`src/rtl/mv_pe_con.sv`:
```
// Matrix-vector processing element: loads a vector from BRAM into local RAM,
// then streams NUM_ROWS matrix rows through a 32-bit MAC and writes each dot product back.
// Optional build macro MV_PE_CON_RELU_EN clamps negative results to zero on write-back.
module mv_pe_con #(
  parameter int VECTOR_SIZE = 64,
  parameter int L_RAM_SIZE  = 6,
  parameter int NUM_ROWS    = 4,
  parameter int RD_LAT      = 2
) (
  input  logic        aclk,
  input  logic        areset,
  input  logic        start,
  output logic        done,
  output logic [31:0] BRAM_ADDR,
  output logic [31:0] BRAM_WRDATA,
  output logic [3:0]  BRAM_WE,
  output logic        BRAM_CLK,
  input  logic [31:0] BRAM_RDDATA
);

  localparam int PHASE = VECTOR_SIZE + RD_LAT;
  localparam int CW0   = $clog2(PHASE + 1);
  localparam int CW    = (CW0 > L_RAM_SIZE) ? CW0 : L_RAM_SIZE + 1;
  localparam int RW    = (NUM_ROWS > 1) ? $clog2(NUM_ROWS) : 1;

  typedef enum logic [2:0] {
    IDLE   = 3'd0,
    LOAD_V = 3'd1,
    MAC    = 3'd2,
    WRITE  = 3'd3,
    DONE   = 3'd4
  } state_t;

  state_t              state, state_nx;
  logic [CW-1:0]       cnt, cnt_nx;
  logic [RW-1:0]       row, row_nx;
  logic [31:0]         acc, acc_nx;
  logic [31:0]         result;
  logic [31:0]         addr_nx, wrdata_nx;
  logic [3:0]          we_nx;
  logic                done_nx;
  logic                capture;
  logic [L_RAM_SIZE-1:0] ridx;
  logic [31:0]         vec_word;
  logic [31:0]         prod;
  logic [31:0]         vram [2**L_RAM_SIZE];

  assign BRAM_CLK = aclk;

  // Read data for element i arrives RD_LAT cycles after its address, so element index = cnt - RD_LAT.
  assign capture  = ((state == LOAD_V) || (state == MAC)) && (cnt >= CW'(RD_LAT));
  assign ridx     = L_RAM_SIZE'(cnt - CW'(RD_LAT));
  assign vec_word = vram[ridx];
  assign prod     = $signed(BRAM_RDDATA) * $signed(vec_word);

  // Sequencing: state, phase cycle counter and row index
  always_comb begin
    state_nx = state;
    cnt_nx   = cnt;
    row_nx   = row;
    case (state)
      IDLE, DONE: begin
        if (start) begin
          state_nx = LOAD_V;
          cnt_nx   = {CW{1'b0}};
          row_nx   = {RW{1'b0}};
        end else begin
          state_nx = state;
        end
      end
      LOAD_V: begin
        if (cnt == CW'(PHASE - 1)) begin
          state_nx = MAC;
          cnt_nx   = {CW{1'b0}};
        end else begin
          cnt_nx = cnt + CW'(1);
        end
      end
      MAC: begin
        if (cnt == CW'(PHASE - 1)) begin
          state_nx = WRITE;
          cnt_nx   = {CW{1'b0}};
        end else begin
          cnt_nx = cnt + CW'(1);
        end
      end
      WRITE: begin
        cnt_nx = {CW{1'b0}};
        if (row == RW'(NUM_ROWS - 1)) begin
          state_nx = DONE;
        end else begin
          state_nx = MAC;
          row_nx   = row + RW'(1);
        end
      end
      default: begin
        state_nx = IDLE;
      end
    endcase
  end

  // Accumulator restarts from the first product of each row
  always_comb begin
    acc_nx = acc;
    if ((state == MAC) && capture) begin
      if (cnt == CW'(RD_LAT)) begin
        acc_nx = prod;
      end else begin
        acc_nx = acc + prod;
      end
    end else begin
      acc_nx = acc;
    end
  end

  // Write-back value, optionally rectified
  always_comb begin
`ifdef MV_PE_CON_RELU_EN
    if (acc_nx[31]) begin
      result = 32'd0;
    end else begin
      result = acc_nx;
    end
`else
    result = acc_nx;
`endif
  end

  // Outputs are registered, so they are derived from the state being entered
  always_comb begin
    addr_nx   = 32'd0;
    wrdata_nx = 32'd0;
    we_nx     = 4'h0;
    done_nx   = 1'b0;
    case (state_nx)
      LOAD_V: begin
        if (cnt_nx < CW'(VECTOR_SIZE)) begin
          addr_nx = 32'(cnt_nx) << 2;
        end else begin
          addr_nx = 32'd0;
        end
      end
      MAC: begin
        if (cnt_nx < CW'(VECTOR_SIZE)) begin
          addr_nx = (32'(VECTOR_SIZE) * (32'(row_nx) + 32'd1) + 32'(cnt_nx)) << 2;
        end else begin
          addr_nx = 32'd0;
        end
      end
      WRITE: begin
        addr_nx   = (32'(VECTOR_SIZE * (NUM_ROWS + 1)) + 32'(row_nx)) << 2;
        wrdata_nx = result;
        we_nx     = 4'hF;
      end
      DONE: begin
        done_nx = 1'b1;
      end
      default: begin
        done_nx = 1'b0;
      end
    endcase
  end

  // State and output registers
  always_ff @(posedge aclk or posedge areset) begin
    if (areset) begin
      state       <= IDLE;
      cnt         <= {CW{1'b0}};
      row         <= {RW{1'b0}};
      acc         <= 32'd0;
      BRAM_ADDR   <= 32'd0;
      BRAM_WRDATA <= 32'd0;
      BRAM_WE     <= 4'h0;
      done        <= 1'b0;
    end else begin
      state       <= state_nx;
      cnt         <= cnt_nx;
      row         <= row_nx;
      acc         <= acc_nx;
      BRAM_ADDR   <= addr_nx;
      BRAM_WRDATA <= wrdata_nx;
      BRAM_WE     <= we_nx;
      done        <= done_nx;
    end
  end

  // Local vector RAM; contents survive reset
  always_ff @(posedge aclk) begin
    if ((state == LOAD_V) && capture) begin
      vram[ridx] <= BRAM_RDDATA;
    end
  end

endmodule

```
`config.mk`:
```
export PLATFORM = sky130hd
export DESIGN_NAME = mv_pe_con
export DESIGN_NICKNAME = d
export VERILOG_FILES = /design/src/rtl/mv_pe_con.sv
export SDC_FILE = /design/constraint.sdc
export NUM_CORES = 2
export LEC_CHECK = 0
export BUFFER_PORTS_ARGS = -buffer_cell sky130_fd_sc_hd__buf_2
export CORE_MARGIN = 2
export CORE_UTILIZATION = 45
export DETAILED_ROUTE_END_ITERATION = 7
export PLACE_DENSITY = 0.71
export SYNTH_ARGS = -nofsm -noshare
export SYNTH_HDL_FRONTEND = slang
export SYNTH_SLANG_ARGS = --single-unit
```
`constraint.sdc`:
```
create_clock -name aclk -period 24.2 [get_ports aclk]
set_clock_uncertainty 0.15 [all_clocks]
set_input_delay 0 -clock aclk [delete_from_list [all_inputs] [get_ports aclk]]
set_output_delay 0 -clock aclk [all_outputs]
set_load 0.02 [all_outputs]
```
# Word-level counts from Yosys, hierarchy flattened
# Memories as Yosys holds them, arrays and structs flattened.
# Cells that the tools add are included.
[classes] add_sub_neg=7 n_mul=1 div=0 order_cmp=2 n_eq_ne=11 n_shift=0 n_mux=21 bitwise=0 n_reduce_logical=7
[op_table] cell="2-to-1 mux 32 bit" count=3
[op_table] cell="case mux 12 bit (3 select lines)" count=1
[op_table] cell="adder 32 bit" count=1
[op_table] cell="multiplier 32 x 32 -> 32 bit" count=1
[op_table] cell="case mux 7 bit (3 select lines)" count=1
[op_table] cell="2-to-1 mux 7 bit" count=2
[op_table] cell="equality test 3 x 2 -> 1 bit (second input constant)" count=4
[op_table] cell="2-to-1 mux 12 bit" count=1
[op_table] cell="2-to-1 mux 3 bit" count=4
[op_table] cell="case mux 3 bit (4 select lines)" count=1
[op_table] cell="adder 9 x 2 -> 10 bit (first input constant)" count=1
[op_table] cell="adder 9 x 7 -> 10 bit" count=1
[op_table] cell="2-to-1 mux 9 bit" count=1
[op_table] cell="adder 7 x 1 -> 7 bit (second input constant)" count=1
[op_table] cell="equality test 7 x 2 -> 1 bit (second input constant)" count=1
[op_table] cell="equality test 7 bit (second input constant)" count=1
[op_table] cell=">= comparator 7 x 2 -> 1 bit (second input constant)" count=1
[op_table] cell="less-than comparator 7 bit (second input constant)" count=1
[op_table] cell="equality test 3 x 1 -> 1 bit (second input constant)" count=2
[op_table] cell="equality test 3 bit (second input constant)" count=2
[op_table] cell="subtractor 6 x 2 -> 6 bit (second input constant)" count=1
[op_table] cell="2-to-1 mux 2 bit" count=2
[op_table] cell="2-to-1 mux 4 bit" count=1
[op_table] cell="case mux 2 bit (2 select lines)" count=1
[op_table] cell="other kinds (8)" count=13
[word_totals] reg_bits=113 latchBits=0 ram_bits=2048 rom_bits=0 output_inout_bits=70 memories=1
[memory_table] memory="vram" depth=64 word_bits=32 rd=1 rd_ports_with_merged_regs=0 wr=1 line_no="46" rtl="logic [31:0] vram [2**L_RAM_SIZE];"

# Logic depth before layout (Yosys ltp)
[logic_depth] depth_word=7 mapped_depth=56 ltp_nobuf=47

==> results summary <==
The flow ran to the end, and the final reports show no timing, DRC or antenna violations. By area the synthesized netlist is led by edfxtp_1 61%, mux4_2 13%, fa_1 8.2%, ha_1 2.4%, dfrtp_1 2.2%. IR analysis of the VDD net gives a maximum drop of 0.514 mV. The flip-flop and latch count after synthesis is 2136. The global-route usage over all layers came out at 23.5%. After technology mapping, the gate count stands at 5595. The synthesized design spends more area on one cell type than any other, namely edfxtp_1.

In this run the critical register-to-register path is launched from cnt[1]. The first detailed-routing pass took 6 iterations. The number of gates resized after cts is 0. The first-pass GRT wire length is 384 mm. Counting flops with a built-in enable in the synthesized netlist gives 2048. Entering global routing, the biggest net connects 117 pins. Cells with a size suffix above 1 make up 20.4% of the layout. The CTS clock-pin slew for the worst setup and hold paths came out at 70 ps. The worst hold path begins at BRAM_RDDATA[13]. TritonCTS built the clock tree. The sequential cell fraction of total power is 28.2%. The HPWL after detailed placement is 158 mm. The average detailed-routed wire length per instance came out at 29.8 um. Summed over all layers, the global routing overflow is 0.

After routing the design area is 112000 um^2. For this configuration, the core starts out at a cell density of 45.2%. The family with the most delay on the worst path is adder cells. Setup repair after global routing left no endpoint under its margin. The leakage power is 39.2 nW. The filler cell count in the final layout came out at 17.8k. Static timing analysis puts the maximum clock frequency at 66.1 MHz. Hold is met by 74.4 ps. Of all flip-flops after synthesis, the portion carrying an async set or reset was 4.12%.

The sum of buffers and inverters on the critical path came out at 10. The row count came out at 173. The library cells used most frequently in the layout, excluding fill and tap cells, are 2048 x edfxtp_1, 571 x mux4_2, 474 x inv_1. The net switching power is 5.50 mW. The final-layout setup total negative slack is 0 ps.

The slowest stage of the critical path belongs to the cell dfrtp_4. The number of vias per cell after detailed routing is 5.93. The critical path starts at cnt[1]. The congestion estimate from routability-driven global placement came to 0.863. The clock insertion delay at the later pin of the skew report came out at 970 ps. The reg2reg setup slack is 9070 ps. The routed design could run at a clock period as short as 15130 ps. The total instance count after detailed placement is 8551.

The number of antenna violations at the first check in global routing came out at 19. In the synthesized netlist the dominant register cell turns out to be edfxtp_1. The part of the Yosys area used for sequential elements is 63.4%.

The post-synthesis cell area came out at 100000 um^2. The area enclosed by the die boundary is 227000 um^2. The highest cell delay on the worst timing path came out at 830 ps. The logic gate share of total power is 50.6%. The die boundary height came out at 476 um. The count of pins over their slew limit is 0. The category of the worst setup path capture point is a flop.

The count of nets after finishing came out at 6462. The proportion of power drawn by the clock network is 21.2%. The critical path in this run is classified as reg2reg. In this run the cell area measured after placement is 105000 um^2. At the worst endpoint, the required time is 24870 ps. Of the post-synthesis cell area, the dominant cell type holds 61.2%. 105 I/O pins were placed. The setup-violating endpoint count in the final report is 0. The arrival time of data at the critical path endpoint came out at 15800 ps. The share of the cycle needed by the critical path after routing came out at 62.5%.

The detailed-route via count came out at 53.3k. The DRC marker count from the first detailed-route iteration is 7215. The Yosys step of the flow raised 0 warnings.

The total wire length after detailed routing came out at 267 mm. The via count of the first global-routing pass came to 54.1k. Net switching is 37.1% of the power.

The relative slew slack came out at 14.3%. The worst setup path is launched from a flop. The post-synthesis average cell area came out at 18.0 um^2. The number of violations of the max-capacitance limit came out at 0. The count of nets left with antenna violations once routing finished came out at 0. The actual transition at the worst max-transition pin came out at 1280 ps. After floorplanning, the core was sized to cover 222000 um^2.

The fraction of the core area covered by cells at the end of the flow is 50.3%. The worst hold path class is in2reg. The internal power of the cells totals 9.32 mW. The final count of hold timing violations came out at 0. The area added between synthesis and finish came out at 11.3%.

In this run the worst path has a maximum fanout of 116. The power density over the cells is 133 nW/um^2. The library cell used most frequently in the layout, excluding fill and tap cells, is edfxtp_1. The count of cell types in the netlist is 85. The filler-free cell count of the finished design came out at 8976.

The die extent in x came out at 476 um. The post-route DRC violation count came out at 0. Buffers placed on the I/O ports in this run total 82.
[stage by stage]
stage / setup slack (ps) / power (mW)
after global routing: 8100 / 15.9
after global placement: 9270 / 11.5
final: 9070 / 14.8
after detailed placement: 8970 / 11.7
after CTS: 8990 / 14.8
after floorplan: 11570 / 10.1
[cell usage after synthesis, types with 11 or more instances]
cell type / instances
a21oi_1: 64
nand3_1: 29
nor2b_1: 218
nand2_1: 280
buf_12: 12
inv_1: 475
edfxtp_1: 2048
nor2_1: 126
o21ai_0: 56
a21boi_0: 13
o22ai_1: 16
a22oi_1: 13
xnor2_1: 65
buf_6: 31
nor3_1: 40
ha_1: 191
fa_1: 410
and2_1: 103
a211oi_1: 13
a21o_1: 27
xnor3_1: 12
xor2_1: 14
clkbuf_1: 126
buf_1: 11
dfrtp_1: 88
nand2b_1: 135
mux2i_1: 85
and3_1: 25
buf_4: 63
buf_2: 49
a31oi_1: 17
mux4_1: 13
mux4_2: 571
[cell families after synthesis]
logic type / synth area share (%)
flops: 63.4
simple gates: 5.16
buf+inv: 3.66
mux: 14.0
fa+ha+maj: 10.5
compound gates: 2.21
xor+xnor: 1.01
other cells: 0.00373
[repair_timing]
action                                 in CTS  in global routing
hold buffers                               42                  0
setup buffers                               0                  0
endpoints found under the hold margin    1884                  0
[worst reg2reg max path: cells and delay by family, from the launching register on]
kind	cells	cell delay, ps
AOI/OAI and AO/OA	12	3500
DFF	1	830
muxes	2	990
and+or+nand+nor	8	1480
buffers and inverters	10	3990
adders and majority gates	10	3890
xor gates and xnor gates	1	170
[power by group through the flow]
stage | registers (mW) | logic, mW | clock network, mW
6_report | 4.19 | 7.50 | 3.14
5_1_grt | 4.19 | 8.40 | 3.31
4_1_cts | 4.19 | 7.48 | 3.17
3_5_place_dp | 4.26 | 7.41 | 0.00386
3_3_place_gp | 4.26 | 7.24 | 0.00386
2_1_floorplan | 4.26 | 5.88 | 0.00483
[metal layers]
metal	vias up	wire [um]	global-route usage, %
met5	-	13	0
met4	2	10600	8.89
met2	3059	125000	36.6
met1	28167	102000	32.0
li1	21549	-	-
met3	481	30400	5.83
[sequential cells by signal, indices dropped and copies added (netlist names)]
register / flops
state: 3
vram: 2048
row: 2
done: 1
acc: 32
BRAM_ADDR: 10
cnt: 7
BRAM_WE: 1
BRAM_WRDATA: 32
[final cells by class]
type                            count  area (um^2)  area share [%]
Inverter                          478         1800            1.61
Timing Repair Buffer              296         2220            1.99
Multi-Input combinational cell   2707        33800            30.2
Clock inverter                    125         1090           0.977
Clock buffer                      257         5460            4.88
Sequential cell                  2136        63700            57.0
Antenna cell                        2         5.00         0.00448
Tap cell                         2975         3720            3.33
[worst paths after layout]
check,endpoint,depth (start not counted)
max,acc[31],43
min,vram[37][13],3
max reg2reg,acc[31],43
min reg2reg,acc[23],2
max in group asynchronous,cnt[1],5
min in group asynchronous,BRAM_WRDATA[3],5
No activity file was read; power rests on OpenSTA's default activity.
